## config.mk

```make
export PLATFORM = sky130hd
export DESIGN_NAME = btn_conditioner
export DESIGN_NICKNAME = d
export VERILOG_FILES = /design/src/rtl/btn_conditioner.sv
export SDC_FILE = /design/constraint.sdc
export NUM_CORES = 1
export LEC_CHECK = 0
export BUFFER_PORTS_ARGS = -buffer_cell sky130_fd_sc_hd__buf_2
export CAP_MARGIN = 20
export CORE_MARGIN = 2
export CORE_UTILIZATION = 40
export DETAILED_ROUTE_END_ITERATION = 16
export SETUP_SLACK_MARGIN = 0.3
export SYNTH_ARGS = -nofsm -noshare
export SYNTH_HDL_FRONTEND = slang
export SYNTH_SLANG_ARGS = --single-unit
```

## constraint.sdc

```tcl
create_clock -name clk -period 6.3 [get_ports clk]
set_input_delay 0.945 -clock clk [delete_from_list [all_inputs] [get_ports clk]]
set_output_delay 0.945 -clock clk [all_outputs]
set_load 0.05 [all_outputs]
```

## src/rtl/btn_conditioner.sv

```systemverilog
// -----------------------------------------------------------------------------
// btn_conditioner
//
// Conditions the raw board push-button before it reaches the CPU/LED core.
// The pin is synchronised (2 flops) and its polarity normalised. A small FSM
// then debounces it and emits registered one-cycle pulses for accepted presses,
// accepted releases and long presses. A long press, and every system reset,
// stretch the active-low cpu_resetn output for RST_STRETCH cycles.
//
// Parameters
//   BTN_ACTIVE_LOW   1: btn_raw=0 means pressed; 0: btn_raw=1 means pressed
//   DEBOUNCE_CYCLES  stable cycles needed to accept a level change (>=1)
//   LONG_CYCLES      cycles a debounced press must persist to be long (>=1)
//   RST_STRETCH      cycles cpu_resetn is held low (>=1)
//
// Ports
//   clk            in   system clock, single domain
//   reset          in   asynchronous reset, active-high
//   btn_raw        in   raw asynchronous button pin
//   btn_level      out  debounced level, 1 = pressed
//   press_pulse    out  one-cycle pulse on an accepted press
//   release_pulse  out  one-cycle pulse on an accepted release
//   long_pulse     out  one-cycle pulse when a held press reaches LONG_CYCLES
//   cpu_resetn     out  stretched active-low reset to the cpu core
// -----------------------------------------------------------------------------
module btn_conditioner #(
    parameter int BTN_ACTIVE_LOW  = 1,
    parameter int DEBOUNCE_CYCLES = 270000,
    parameter int LONG_CYCLES     = 27000000,
    parameter int RST_STRETCH     = 16
) (
    input  logic clk,
    input  logic reset,
    input  logic btn_raw,
    output logic btn_level,
    output logic press_pulse,
    output logic release_pulse,
    output logic long_pulse,
    output logic cpu_resetn
);

    // Counter widths: each counter only ever holds 0 .. MAX-1.
    localparam int DB_W   = (DEBOUNCE_CYCLES > 1) ? $clog2(DEBOUNCE_CYCLES) : 1;
    localparam int HOLD_W = (LONG_CYCLES > 1)     ? $clog2(LONG_CYCLES)     : 1;
    localparam int RST_W  = (RST_STRETCH > 1)     ? $clog2(RST_STRETCH)     : 1;

    localparam logic [DB_W-1:0]   DB_LAST   = DB_W'(DEBOUNCE_CYCLES - 1);
    localparam logic [DB_W-1:0]   DB_ONE    = DB_W'(1);
    localparam logic [HOLD_W-1:0] HOLD_LAST = HOLD_W'(LONG_CYCLES - 1);
    localparam logic [HOLD_W-1:0] HOLD_ONE  = HOLD_W'(1);
    localparam logic [RST_W-1:0]  RST_LOAD  = RST_W'(RST_STRETCH - 1);
    localparam logic [RST_W-1:0]  RST_ONE   = RST_W'(1);

    // Pin level that means "not pressed"; synchroniser flops reset to it so a
    // reset never looks like a press edge.
    localparam logic RELEASED = (BTN_ACTIVE_LOW != 0) ? 1'b1 : 1'b0;

    typedef enum logic [2:0] {
        IDLE       = 3'd0,
        PRESS_WAIT = 3'd1,
        HELD       = 3'd2,
        LONG_HELD  = 3'd3,
        REL_WAIT   = 3'd4
    } state_t;

    // ------------------------------------------------------------------
    // Synchroniser and polarity normalisation
    // ------------------------------------------------------------------
    logic sync1_q, sync1_d;
    logic sync2_q, sync2_d;
    logic btn_s;

    always_comb begin
        sync1_d = btn_raw;
        sync2_d = sync1_q;
        btn_s   = (BTN_ACTIVE_LOW != 0) ? ~sync2_q : sync2_q;
    end

    always_ff @(posedge clk or posedge reset) begin
        if (reset) begin
            sync1_q <= RELEASED;
            sync2_q <= RELEASED;
        end else begin
            sync1_q <= sync1_d;
            sync2_q <= sync2_d;
        end
    end

    // ------------------------------------------------------------------
    // Debounce / long-press FSM
    // ------------------------------------------------------------------
    state_t              state_q, state_d;
    logic [DB_W-1:0]     db_cnt_q, db_cnt_d;
    logic [HOLD_W-1:0]   hold_cnt_q, hold_cnt_d;
    logic                long_flag_q, long_flag_d;   // current press already went long
    logic                level_q, level_d;
    logic                press_q, press_d;
    logic                rel_q, rel_d;
    logic                long_q, long_d;

    always_comb begin
        state_d     = state_q;
        db_cnt_d    = db_cnt_q;
        hold_cnt_d  = hold_cnt_q;
        long_flag_d = long_flag_q;
        level_d     = level_q;
        press_d     = 1'b0;
        rel_d       = 1'b0;
        long_d      = 1'b0;

        case (state_q)
            IDLE: begin
                if (btn_s) begin
                    state_d  = PRESS_WAIT;
                    db_cnt_d = '0;
                end
            end

            PRESS_WAIT: begin
                if (!btn_s) begin
                    state_d = IDLE;               // bounce rejected
                end else if (db_cnt_q == DB_LAST) begin
                    state_d     = HELD;
                    press_d     = 1'b1;
                    level_d     = 1'b1;
                    hold_cnt_d  = '0;
                    long_flag_d = 1'b0;
                end else begin
                    db_cnt_d = db_cnt_q + DB_ONE;
                end
            end

            HELD: begin
                if (!btn_s) begin
                    state_d  = REL_WAIT;
                    db_cnt_d = '0;
                end else if (hold_cnt_q == HOLD_LAST) begin
                    state_d     = LONG_HELD;
                    long_d      = 1'b1;
                    long_flag_d = 1'b1;
                end else begin
                    hold_cnt_d = hold_cnt_q + HOLD_ONE;
                end
            end

            LONG_HELD: begin
                // hold_cnt parked; long_pulse fires once per press
                if (!btn_s) begin
                    state_d  = REL_WAIT;
                    db_cnt_d = '0;
                end
            end

            REL_WAIT: begin
                if (btn_s) begin
                    // Release was a glitch: resume where we were, hold_cnt
                    // kept so a glitch does not restart the long-press timer.
                    state_d = long_flag_q ? LONG_HELD : HELD;
                end else if (db_cnt_q == DB_LAST) begin
                    state_d = IDLE;
                    rel_d   = 1'b1;
                    level_d = 1'b0;
                end else begin
                    db_cnt_d = db_cnt_q + DB_ONE;
                end
            end

            default: begin
                state_d = IDLE;
            end
        endcase
    end

    always_ff @(posedge clk or posedge reset) begin
        if (reset) begin
            state_q     <= IDLE;
            db_cnt_q    <= '0;
            hold_cnt_q  <= '0;
            long_flag_q <= 1'b0;
            level_q     <= 1'b0;
            press_q     <= 1'b0;
            rel_q       <= 1'b0;
            long_q      <= 1'b0;
        end else begin
            state_q     <= state_d;
            db_cnt_q    <= db_cnt_d;
            hold_cnt_q  <= hold_cnt_d;
            long_flag_q <= long_flag_d;
            level_q     <= level_d;
            press_q     <= press_d;
            rel_q       <= rel_d;
            long_q      <= long_d;
        end
    end

    // ------------------------------------------------------------------
    // cpu_resetn stretcher
    // rst_cnt counts down to 0; cpu_resetn rises the cycle after it gets
    // there. A registered long_pulse reloads it, so the core reset starts
    // the cycle after long_pulse and lasts RST_STRETCH cycles.
    // ------------------------------------------------------------------
    logic [RST_W-1:0] rst_cnt_q, rst_cnt_d;
    logic             cpu_resetn_q, cpu_resetn_d;

    always_comb begin
        rst_cnt_d    = rst_cnt_q;
        cpu_resetn_d = 1'b1;
        if (long_q) begin
            rst_cnt_d    = RST_LOAD;
            cpu_resetn_d = 1'b0;
        end else if (rst_cnt_q != '0) begin
            rst_cnt_d    = rst_cnt_q - RST_ONE;
            cpu_resetn_d = 1'b0;
        end
    end

    always_ff @(posedge clk or posedge reset) begin
        if (reset) begin
            rst_cnt_q    <= RST_LOAD;
            cpu_resetn_q <= 1'b0;
        end else begin
            rst_cnt_q    <= rst_cnt_d;
            cpu_resetn_q <= cpu_resetn_d;
        end
    end

    assign btn_level     = level_q;
    assign press_pulse   = press_q;
    assign release_pulse = rel_q;
    assign long_pulse    = long_q;
    assign cpu_resetn    = cpu_resetn_q;

endmodule

```

==> impl_metrics.ini <==
[drt]
drt-vias-per-instance = 5.56
first_pass_iters = 4
wire_per_inst_um = 14.4
drt_first_iter_violations = 133
drc_errors = 0
vias = 2448
wl_um = 6340
ant_nets = 0

[logic_synthesis]
synthesis.area_um2 = 3200
seq_area_frac_synth_pct = 46.4
ys_types = 57
yosys.area_share.xor_xnor_pct = 4.93
synth_flop_cell = dfrtp_1
synth_area_per_cell_um2 = 9.77
yosys.area_share.simple_pct = 29.3
synth_seq_cells = 59
synth_top_family_by_area = simple AND/OR/NAND/NOR gates
syn_inst = 327
async_flop_share_pct = 100
synthAdderAreaFrac_pct = 1.57
synth_edf_count = 0
syn_nets = 334
synth_compound_area_share_pct = 11.9
ys_warn_count = 0
synthMuxAreaShare_pct = 2.23

[setup_path]
startpoint = db_cnt_q[0]
slowest_stage = o31ai_4
slowest_delay_ns = 0.75
rr_endpoint = db_cnt_q[14]
r2r_slack_ns = 3.79
worstPathRequired_ns = 6.55
arrival_ns = 2.76
worstPathCellList = ha_1 > and3_1 > nand4_1 > o31ai_4 > o21ai_0 > a21oi_1
reg2reg_from = db_cnt_q[0]
critPathCaptureType = flop
rr_worst_depth = 6
worst-setup-path-type = flop to flop
endpoint = db_cnt_q[14]
start_kind = flop
crit_fanout = 25

[min_path]
hp-class = flop to flop
worstHoldStart = sync1_q

[cts]
h-tree-depth = 3
cts_hold_buf = 0
cts_resized = 0
cts.sinks = 59
cts.clk_slew.worst_paths_ns = 0.06
clk_latency_ns = 0.33
clk_path_buf_depth = 2
cts_buffers = 9
cts_setup_buffers = 0
cts_tree = yes
cts-root-buf = clkbuf_8

[sta]
slew_violations = 0
tns_ns = 0
finalHoldViolCount = 0
max_slew_margin_pct = 44.6
period_minus_slack_ns = 2.51
hold_ws_ns = 0.350
worstMarginPinSlew_ns = 0.831
setup_viol = 0
layout_worst_path_cycle_share_pct = 39.8
rsz0062_at_grt = no
finClkSkew_ns = 0.00958
fmax_mhz = 399

[grt]
antenna_found_initial = 0
grt_max_degree = 60
grt_pass1_vias = 2296
grt_pass1_wl_um = 11100
grt.total_usage_pct = 16.0
gr-total-overflow = 0

[power]
p_per_area_nw_per_um2 = 218
max-vdd-ir-drop_mv = 0.141
p_leak_nw = 1.58

[floorplanning]
initial_core_util_pct = 41.4
dieArea_um2 = 8720
die_h_um = 93.4
core-area_um2 = 7730
ioPinCount = 8
row_count = 32
die_w_um = 93.4

[placed_design]
place_congestion = 0.833
portBuffers = 7
hpwl_um = 4160

[final_layout]
syn2layout_area_growth_pct = 8.97
mostFrequentLayoutCells = 53 x dfrtp_1, 26 x nand2_1, 24 x nor2_1
layout-drive-gt1-share_pct = 11.8
mostFrequentLayoutCell = dfrtp_1
antenna_cells = 0
nets = 340

[status]
outcome = complete, no violations

[run]
drv_cap = 0
==> synth_stat cells (all sizes together), types with 3 or more instances <==
| cell | instances | area [µm²] |
|---|---|---|
| a21oi | 15 | 78.8 |
| and2 | 5 | 31.3 |
| and3 | 12 | 75.1 |
| and4 | 8 | 70.1 |
| buf | 9 | 66.3 |
| clkbuf | 4 | 15.0 |
| dfrtp | 53 | 1330 |
| dfstp | 6 | 158 |
| ha | 4 | 50.1 |
| inv | 9 | 33.8 |
| mux2i | 6 | 60.1 |
| nand2 | 26 | 97.6 |
| nand2b | 7 | 43.8 |
| nand3 | 18 | 95.1 |
| nand4 | 16 | 100 |
| nor2 | 25 | 96.4 |
| nor2b | 4 | 25.0 |
| nor3 | 6 | 41.3 |
| nor3b | 4 | 30.0 |
| o21a | 3 | 22.5 |
| o21ai | 20 | 100 |
| o31ai | 9 | 81.3 |
| or2b | 3 | 22.5 |
| or3 | 7 | 43.8 |
| or4 | 3 | 22.5 |
| xor2 | 16 | 140 |
==> stage by stage <==
step	instances	setup slack [ns]	cell area (µm²)	power (mW)	util, %
4_1_cts	440	3.81	3480	0.770	45.1
3_5_place_dp	424	3.88	3280	0.419	42.5
5_1_grt	440	3.55	3480	0.792	45.1
3_3_place_gp	424	3.97	3280	0.418	42.5
6_report	440	3.79	3480	0.758	45.1
2_1_floorplan	327	3.91	3200	0.412	-
==> worst max-delay path, delay by kind of cell (launching register included) <==
| family | cells | cell delay (ns) |
|---|---|---|
| and+or+nand+nor | 2 | 0.68 |
| AOI/OAI and AO/OA | 3 | 1.11 |
| DFF | 1 | 0.41 |
| adders and majority gates | 1 | 0.22 |
==> report_power, final <==
| part | leakage (nW) | total (mW) | switching [mW] | internal (mW) |
|---|---|---|---|---|
| combinational | 0.688 | 0.0233 | 0.0171 | 0.00618 |
| clock | 0.101 | 0.347 | 0.143 | 0.204 |
| sequential | 0.793 | 0.388 | 0.00450 | 0.383 |
==> cell type report <==
cell class / count / area, µm²
fill: 740 / 4250
multi-input combinational: 246 / 1600
sequential: 59 / 1480
clock buffer: 14 / 163
tap: 102 / 128
timing repair buffer: 8 / 42.5
clock inverter: 2 / 35.0
inverter: 9 / 33.8
==> metal layers <==
layer | wire [µm] | share of wire, % | GRT usage, % | vias to the layer above
met1 | 3280 | 52 | 22.9 | 1185
li1 | - | - | - | 1210
met3 | 190 | 3.0 | 3.38 | 9
met5 | 0 | 0 | 0 | -
met4 | 69 | 1.1 | 5.88 | 0
met2 | 2790 | 44 | 24.0 | 44
==> worst min-delay path by stage <==
stage | to | slack (ns) | depth (start not counted)
global placement | sync2_q | 0.35 | 0
CTS | sync2_q | 0.35 | 0
floorplan | sync2_q | 0.35 | 0
detailed placement | sync2_q | 0.35 | 0
global route | sync2_q | 0.35 | 0
finish | sync2_q | 0.35 | 0
==> state kept, by name (all words and copies together) (netlist names), 3 cells and up <==
signal,count
rst_cnt_q,4
state_q,3
hold_cnt_q,25
db_cnt_q,19
==> cells by family after synthesis <==
family | Yosys count
flops | 59
mux | 7
simple gates | 159
compound gates | 58
buf+inv | 22
xor+xnor | 18
fa+ha+maj | 4
No activity file was read; power rests on OpenSTA's default activity.
